[src/rtl/qei_pkg.sv]
// rtl/qei_pkg.sv - shared types and quadrature step decode for qei_feedback_decoder
//
// Purpose: types shared by the decoder top and its pin filter, plus the
//          combinational AB transition classifier.
// Ports:   none (package).

package qei_pkg;

   // Encoder pin pair, bit 1 = channel A, bit 0 = channel B
   typedef logic [1:0] ab_t;

   typedef enum logic [1:0] {
      STEP_NONE,
      STEP_UP,
      STEP_DN,
      STEP_ILLEGAL
   } step_e;

   typedef enum logic {
      QEI_INIT,
      QEI_RUN
   } qei_state_e;

   // Forward Gray cycle is 00 -> 01 -> 11 -> 10 -> 00. Any single-bit change
   // that is not a forward move must be the reverse move.
   function automatic step_e decode_step(input ab_t prev, input ab_t cur);
      step_e s;
      if (prev == cur) begin
         s = STEP_NONE;
      end else if ((prev ^ cur) == 2'b11) begin
         s = STEP_ILLEGAL;
      end else begin
         case ({prev, cur})
            4'b00_01, 4'b01_11, 4'b11_10, 4'b10_00: s = STEP_UP;
            default:                                s = STEP_DN;
         endcase
      end
      return s;
   endfunction

endpackage

[src/rtl/qei_glitch_filter.sv]
// rtl/qei_glitch_filter.sv - per-pin synchronizer and stability filter
//
// Purpose: brings one asynchronous encoder pin into the clk domain and only
//          lets the filtered output follow it after FILT_LEN consecutive
//          cycles at the new level. A bounce back restarts the count.
// Ports:
//   i_clk     system clock
//   i_rst_n   synchronous active-low reset (chain, counter, output -> 0)
//   i_bypass  1 = filtered output follows the synced pin directly
//   i_pin     asynchronous pin
//   o_filt    filtered pin

module qei_glitch_filter
   import qei_pkg::*;
#(
   parameter int SYNC_STAGES = 2,
   parameter int FILT_LEN    = 3
) (
   input  logic i_clk,
   input  logic i_rst_n,
   input  logic i_bypass,
   input  logic i_pin,
   output logic o_filt
);

   logic [SYNC_STAGES-1:0] r_sync;
   logic [3:0]             r_cnt;
   logic                   r_filt;
   logic                   w_synced;

   assign w_synced = r_sync[SYNC_STAGES-1];
   assign o_filt   = r_filt;

   always_ff @(posedge i_clk) begin
      if (!i_rst_n) begin
         r_sync <= '0;
         r_cnt  <= '0;
         r_filt <= 1'b0;
      end else begin
         r_sync <= {r_sync[SYNC_STAGES-2:0], i_pin};
         if (i_bypass || (w_synced == r_filt)) begin
            r_filt <= w_synced;
            r_cnt  <= '0;
         end else if (r_cnt == 4'(FILT_LEN - 1)) begin
            // this is the FILT_LEN-th consecutive cycle at the new level
            r_filt <= w_synced;
            r_cnt  <= '0;
         end else begin
            r_cnt <= r_cnt + 4'd1;
         end
      end
   end

endmodule

[src/rtl/qei_feedback_decoder.sv]
// rtl/qei_feedback_decoder.sv - quadrature encoder decoder producing sampled feedback
//
// Purpose: filters encoder pins A/B/Z, decodes x4 quadrature into a wrapping
//          16-bit position and publishes position and per-sample delta every
//          clk_prescaler+1 cycles.
// Build option: QEI_INDEX_RESET_EN - when defined, a rising filtered Z in RUN
//          zeroes the position; otherwise Z is synchronized and ignored.
// Ports:
//   clk             system clock
//   rst_n           synchronous active-low reset
//   enc_a, enc_b    encoder channels, asynchronous
//   enc_z           encoder index, asynchronous
//   clk_prescaler   sample period minus one, in clk cycles
//   count_clear     synchronous clear of position and error flag
//   feedback        sampled position, two's complement, wraps
//   feedback_delta  feedback(new) - feedback(previous), modulo 2^16
//   feedback_valid  one-cycle pulse when feedback/feedback_delta update
//   dir             direction of last legal step (1 = up)
//   err_illegal     sticky flag, set on a double-bit AB transition

module qei_feedback_decoder
   import qei_pkg::*;
#(
   parameter int FILT_LEN    = 3,
   parameter int SYNC_STAGES = 2
) (
   input  logic        clk,
   input  logic        rst_n,
   input  logic        enc_a,
   input  logic        enc_b,
   input  logic        enc_z,
   input  logic [15:0] clk_prescaler,
   input  logic        count_clear,
   output logic [15:0] feedback,
   output logic [15:0] feedback_delta,
   output logic        feedback_valid,
   output logic        dir,
   output logic        err_illegal
);

   // INIT lasts long enough for a pin level present at reset release to
   // reach the filter outputs and be captured as prev_ab.
   localparam int INIT_CYCLES = SYNC_STAGES + FILT_LEN + 1;

   qei_state_e  r_state;
   qei_state_e  w_state_next;
   logic [4:0]  r_init_cnt;
   logic        w_run;

   logic        w_a_filt;
   logic        w_b_filt;
   logic        w_z_filt;
   ab_t         w_cur_ab;
   ab_t         r_prev_ab;
   step_e       w_step;
   logic        w_index_load;

   logic [15:0] r_pos;
   logic [15:0] w_pos_next;
   logic        r_dir;
   logic        w_dir_next;
   logic        r_err;
   logic        w_err_next;

   logic [15:0] r_pre_cnt;
   logic [15:0] r_feedback;
   logic [15:0] r_delta;
   logic        r_valid;

   assign w_run = (r_state == QEI_RUN);

   qei_glitch_filter #(.SYNC_STAGES(SYNC_STAGES), .FILT_LEN(FILT_LEN)) u_filt_a (
      .i_clk(clk), .i_rst_n(rst_n), .i_bypass(!w_run), .i_pin(enc_a), .o_filt(w_a_filt)
   );

   qei_glitch_filter #(.SYNC_STAGES(SYNC_STAGES), .FILT_LEN(FILT_LEN)) u_filt_b (
      .i_clk(clk), .i_rst_n(rst_n), .i_bypass(!w_run), .i_pin(enc_b), .o_filt(w_b_filt)
   );

   qei_glitch_filter #(.SYNC_STAGES(SYNC_STAGES), .FILT_LEN(FILT_LEN)) u_filt_z (
      .i_clk(clk), .i_rst_n(rst_n), .i_bypass(!w_run), .i_pin(enc_z), .o_filt(w_z_filt)
   );

   assign w_cur_ab = {w_a_filt, w_b_filt};

   // ---------------------------------------------------------------- FSM
   always_ff @(posedge clk) begin
      if (!rst_n) begin
         r_state    <= QEI_INIT;
         r_init_cnt <= '0;
      end else begin
         r_state <= w_state_next;
         if (!w_run) begin
            r_init_cnt <= r_init_cnt + 5'd1;
         end
      end
   end

   always_comb begin
      w_state_next = r_state;
      case (r_state)
         QEI_INIT: begin
            if (r_init_cnt == 5'(INIT_CYCLES - 1)) begin
               w_state_next = QEI_RUN;
            end
         end
         QEI_RUN: begin
            w_state_next = QEI_RUN;
         end
         default: begin
            w_state_next = QEI_INIT;
         end
      endcase
   end

   // ----------------------------------------------------- index handling
`ifdef QEI_INDEX_RESET_EN
   logic r_z_prev;

   always_ff @(posedge clk) begin
      if (!rst_n) begin
         r_z_prev <= 1'b0;
      end else begin
         r_z_prev <= w_z_filt;
      end
   end

   assign w_index_load = w_run && w_z_filt && !r_z_prev;
`else
   logic w_unused_z;

   assign w_unused_z   = w_z_filt;
   assign w_index_load = 1'b0;
`endif

   // ------------------------------------------------------------ decoder
   always_comb begin
      w_step     = decode_step(r_prev_ab, w_cur_ab);
      w_pos_next = r_pos;
      w_dir_next = r_dir;
      w_err_next = r_err;
      if (w_run) begin
         case (w_step)
            STEP_UP: begin
               w_pos_next = r_pos + 16'd1;
               w_dir_next = 1'b1;
            end
            STEP_DN: begin
               w_pos_next = r_pos - 16'd1;
               w_dir_next = 1'b0;
            end
            STEP_ILLEGAL: begin
               w_err_next = 1'b1;
            end
            default: begin
               w_pos_next = r_pos;
            end
         endcase
      end
      // zeroing discards any same-cycle step
      if (w_index_load) begin
         w_pos_next = '0;
      end
      if (count_clear) begin
         w_pos_next = '0;
         w_err_next = 1'b0;
      end
   end

   always_ff @(posedge clk) begin
      if (!rst_n) begin
         r_prev_ab <= '0;
         r_pos     <= '0;
         r_dir     <= 1'b0;
         r_err     <= 1'b0;
      end else begin
         r_prev_ab <= w_cur_ab;
         r_pos     <= w_pos_next;
         r_dir     <= w_dir_next;
         r_err     <= w_err_next;
      end
   end

   // ----------------------------------------------------------- sampling
   // >= rather than == so that lowering clk_prescaler below the running
   // count forces a sample on the next cycle instead of a 2^16 wrap.
   always_ff @(posedge clk) begin
      if (!rst_n) begin
         r_pre_cnt  <= '0;
         r_feedback <= '0;
         r_delta    <= '0;
         r_valid    <= 1'b0;
      end else if (r_pre_cnt >= clk_prescaler) begin
         r_pre_cnt  <= '0;
         r_feedback <= r_pos;
         r_delta    <= r_pos - r_feedback;
         r_valid    <= 1'b1;
      end else begin
         r_pre_cnt  <= r_pre_cnt + 16'd1;
         r_valid    <= 1'b0;
      end
   end

   assign feedback       = r_feedback;
   assign feedback_delta = r_delta;
   assign feedback_valid = r_valid;
   assign dir            = r_dir;
   assign err_illegal    = r_err;

endmodule

[config.mk]
export PLATFORM = sky130hd
export DESIGN_NAME = qei_feedback_decoder
export DESIGN_NICKNAME = d
export VERILOG_FILES = /design/src/rtl/qei_pkg.sv /design/src/rtl/qei_glitch_filter.sv /design/src/rtl/qei_feedback_decoder.sv
export SDC_FILE = /design/constraint.sdc
export NUM_CORES = 1
export LEC_CHECK = 0
export CAP_MARGIN = 25
export CORE_UTILIZATION = 45
export DETAILED_ROUTE_END_ITERATION = 8
export PLACE_DENSITY_LB_ADDON = 0.15
export SETUP_SLACK_MARGIN = 0.4
export SLEW_MARGIN = 20
export SYNTH_ARGS = -nofsm -noshare
export SYNTH_HDL_FRONTEND = slang
export SYNTH_SLANG_ARGS = --single-unit
[constraint.sdc]
create_clock -name clk -period 3.45 [get_ports clk]
set_clock_uncertainty 0.15 [all_clocks]
set_input_delay 0.5175 -clock clk [delete_from_list [all_inputs] [get_ports clk]]
set_output_delay 0.5175 -clock clk [all_outputs]
set_load 0.02 [all_outputs]
==> metrics.md <==
| Metric | Value |
|---|---|
| ANT nets after route | `0` |
| Worst Path Arrival | `around 3.1 ns` |
| M3 GR Usage | `2.51%` |
| Root buf cell | `clkbuf_8` |
| Unrepaired setup endpoints after global routing | `yes` |
| Hold Crit Class | `register to register` |
| Startpoint type of the worst setup path | `register` |
| M1 GR Usage | `24.6%` |
| CTS tree | `done` |
| Number of hold violations in the final report | `0` |
| Crit-path max FO | `4` |
| Period utilisation layout | `87.1%` |
| FF-to-FF End | `r_pos[8]` |
| Post-synth EDFFs | `0` |
| Remaining DRCs | `0` |
| Final Critical Period | `3.00 ns` |
| Worst setup EP type | `register` |
| Cells on Worst Hold Path | `1` |
| Mapped Nets | `around 640` |
| Share of cells above drive strength 1 | `8.61%` |
| Die area | `about 0.011 sq mm` |
| DP Worst Slack | `0.180 ns` |
| Clock Sinks | `slightly below 90` |
| CTS clk-pin slew, worst paths | `0.09 ns` |
| Max Freq | `333 MHz` |
| Power Dens Cells | `approximately 340 mW/mm^2` |
| Critical path type | `register to register` |
| Count of cell types in the netlist | `52` |
| Port Buf Inserts | `55` |
| Largest net degree at the start of global routing | `40` |
| R2R setup slack | `between 0.4 and 0.5 ns` |
| Initial antenna violation count | `0` |
| Syn Inst Count | `580` |
| Met2 GRT Util | `32.7%` |
| Tightest Pin Transition | `0.711 ns` |
| Flops & latches, synth | `89` |
| Hold Buf Count CTS | `0` |
| Row count | `37` |
| Fillers | `963` |
| Synth area leaders | `dfxtp_1 36%, ha_1 10%, nor2_1 7.2%` |
| Min-delay src | `u_filt_a.r_sync[0]` |
| GRT Total Usage | `19.3%` |
| Total Wirelength | `roughly 11,000 um` |
| Initial core utilization | `46.9%` |
| Via density | `5.24` |
| Gr ovfl total | `0` |
| Final HPWL DP | `7610 um` |
| Antenna fix cells | `0` |
| Vias in the first global route | `slightly below 4k` |
| # nets final | `~700` |
| Slew HR | `52.6%` |
| Num ports | `57` |
| Top Usage Layer GRT | `met2` |
| Yosys warnings | `0` |
| Reg2Reg Launch Point | `r_prev_ab[1]` |
| Status | `finished, final reports clean` |
| Final setup fails | `0` |
| CTS Buf Count | `9` |
| Synth area leader | `dfxtp_1` |
| Final Slew Violations | `0` |
| Syn Area/Cell | `8.46 sq um` |
| Worst R2R Path Depth | `13` |
| Most common cell in the synthesized netlist | `nor2_1` |
| Leakage | `2.27 nW` |
| Clock Tree Buf Depth | `2` |
| Asr flop ratio synth | `0%` |
| Most instantiated cells after synthesis | `94 x nor2_1, 89 x dfxtp_1, 47 x inv_1, 41 x ha_1, 28 x mux2i_1` |
| Max-cap violations | `0` |
| Core area | `between 0.01 and 0.015 sq mm` |
| Total negative slack | `0 ns` |
| Avg WL per Cell | `around 14 um` |
| Post-synth top flop | `dfxtp_1` |
| DRT iter0 DRCs | `186` |
| Final Wtd Congestion | `0.842` |
| First-pass GRT wire length | `between 15,000 and 20,000 um` |
| Mapped cell area | `0.00490 sq mm` |
| Post-synthesis sequential area ratio | `36.3%` |
| First-pass DRT Iterations | `6` |
| Die Y | `106 um` |
| Setup WS post-layout | `0.446 ns` |
| Post-synth top area share | `36.3%` |
| Area grow syn2layout | `22.5%` |
| Worst Hold Path EP | `u_filt_a.r_sync[1]` |
| Critical Path RT | `3.58 ns` |
| Vias | `4,064` |
| DIE WIDTH | `106 um` |
| Worst-Skew Late Latency | `between 0.3 and 0.4 ns` |
| H-tree depth | `3` |
| Worst vdd ir | `0.000230 V` |
-- placed cells by master (no fill, tap or decap), types with 7 or more instances in the layout --
cell              n
nor2_1           93
dfxtp_1          85
clkdlybuf4s50_1  55
inv_1            45
ha_1             38
mux2i_1          28
nand2_1          26
xnor2_1          25
a21oi_1          24
xor2_1           22
nand3_1          18
o21ai_0          14
buf_4            13
o21a_1           11
nor3_1           10
or3_1             9
and2_1            9
clkbuf_8          9
nand4_1           8
nand2b_1          7
a211oi_1          7
and3_1            7
-- worst max path at each step --
stage	startpoint	endpoint	slack, ns	cells past startpoint
floorplan	u_filt_b.o_filt	r_pos[14]	0.41	15
global placement	clk_prescaler[0]	feedback_delta[12]	0.15	10
detailed placement	u_filt_b.o_filt	r_pos[14]	0.18	14
CTS	u_filt_b.o_filt	r_pos[10]	0.41	14
global route	r_prev_ab[1]	r_pos[10]	0.32	14
finish	r_prev_ab[1]	r_pos[8]	0.45	13
-- per-stage QoR --
stage                     std cells  power (mW)  instance area, sq um  util (%)  hold WS, ns
after detailed placement        754        1.19                  5610      53.7        0.276
after CTS                       773        2.07                  5920      56.6        0.299
after floorplan                 580        1.14                  4910         -        0.262
after global routing            775        2.14                  6010      57.4        0.308
after global placement          754        1.19                  5610      53.7        0.264
final                           775        2.05                  6010      57.4        0.295
-- per-layer routing --
metal,up-vias,share of wire [%]
met5,-,0
met4,0,1.8
met1,1896,48
met2,72,47
li1,2079,-
met3,17,2.7
-- worst max-delay path, cell delays in order, from the launching register on --
cell and delay, ns:
dfxtp_4 0.38, xor2_2 0.18, inv_2 0.07, ha_4 0.16, nor2_4 0.10, o21a_1 0.17, xnor2_1 0.08, ha_2 0.20
or4_4 0.51, nor2_1 0.11, and4b_2 0.27, a31oi_1 0.06, or3_1 0.33, a21oi_1 0.14
-- state kept, by name, indices dropped and copies added, names as in the netlist, 4 cells and up --
register	flops
u_filt_a.r_cnt	4
r_pre_cnt	16
r_pos	16
feedback_delta	16
feedback	16
r_init_cnt	5
u_filt_b.r_cnt	4
-- cell families (layout without fill, tap and decap cells) --
group                      Yosys count  in the layout  share of synthesized area (%)
and+or+nand+nor                    210            210                           20.5
adders and majority gates           42             42                           10.9
AOI/OAI and AO/OA                   87             87                           11.5
DFF                                 89             89                           36.3
xor gates and xnor gates            50             50                           8.93
buffers and inverters               73            132                           5.94
muxes                               29             29                           5.94
-- cell type report --
cell class	count	area [sq um]	area share [%]
multi-input cells	418	2950	49.1
inverters	47	176	2.94
repair buffers	69	668	11.1
clock inverters	7	124	2.06
flip-flops and latches	89	1800	29.9
well taps	136	170	2.83
clock buffers	9	124	2.06
-- timing repair --
item | CTS | global route
cloned | 0 | 0
resized for setup | 9 | 17
pin swaps | 3 | 12
buffers inserted | 3 | 2
endpoints found under the setup margin | 4 | 4
-- report_power, final --
part           internal [mW]  switching, mW
clock                  0.489          0.389
sequential              1.04         0.0119
combinational         0.0644         0.0657
total                   1.59          0.466
No activity file was read; power rests on OpenSTA's default activity.
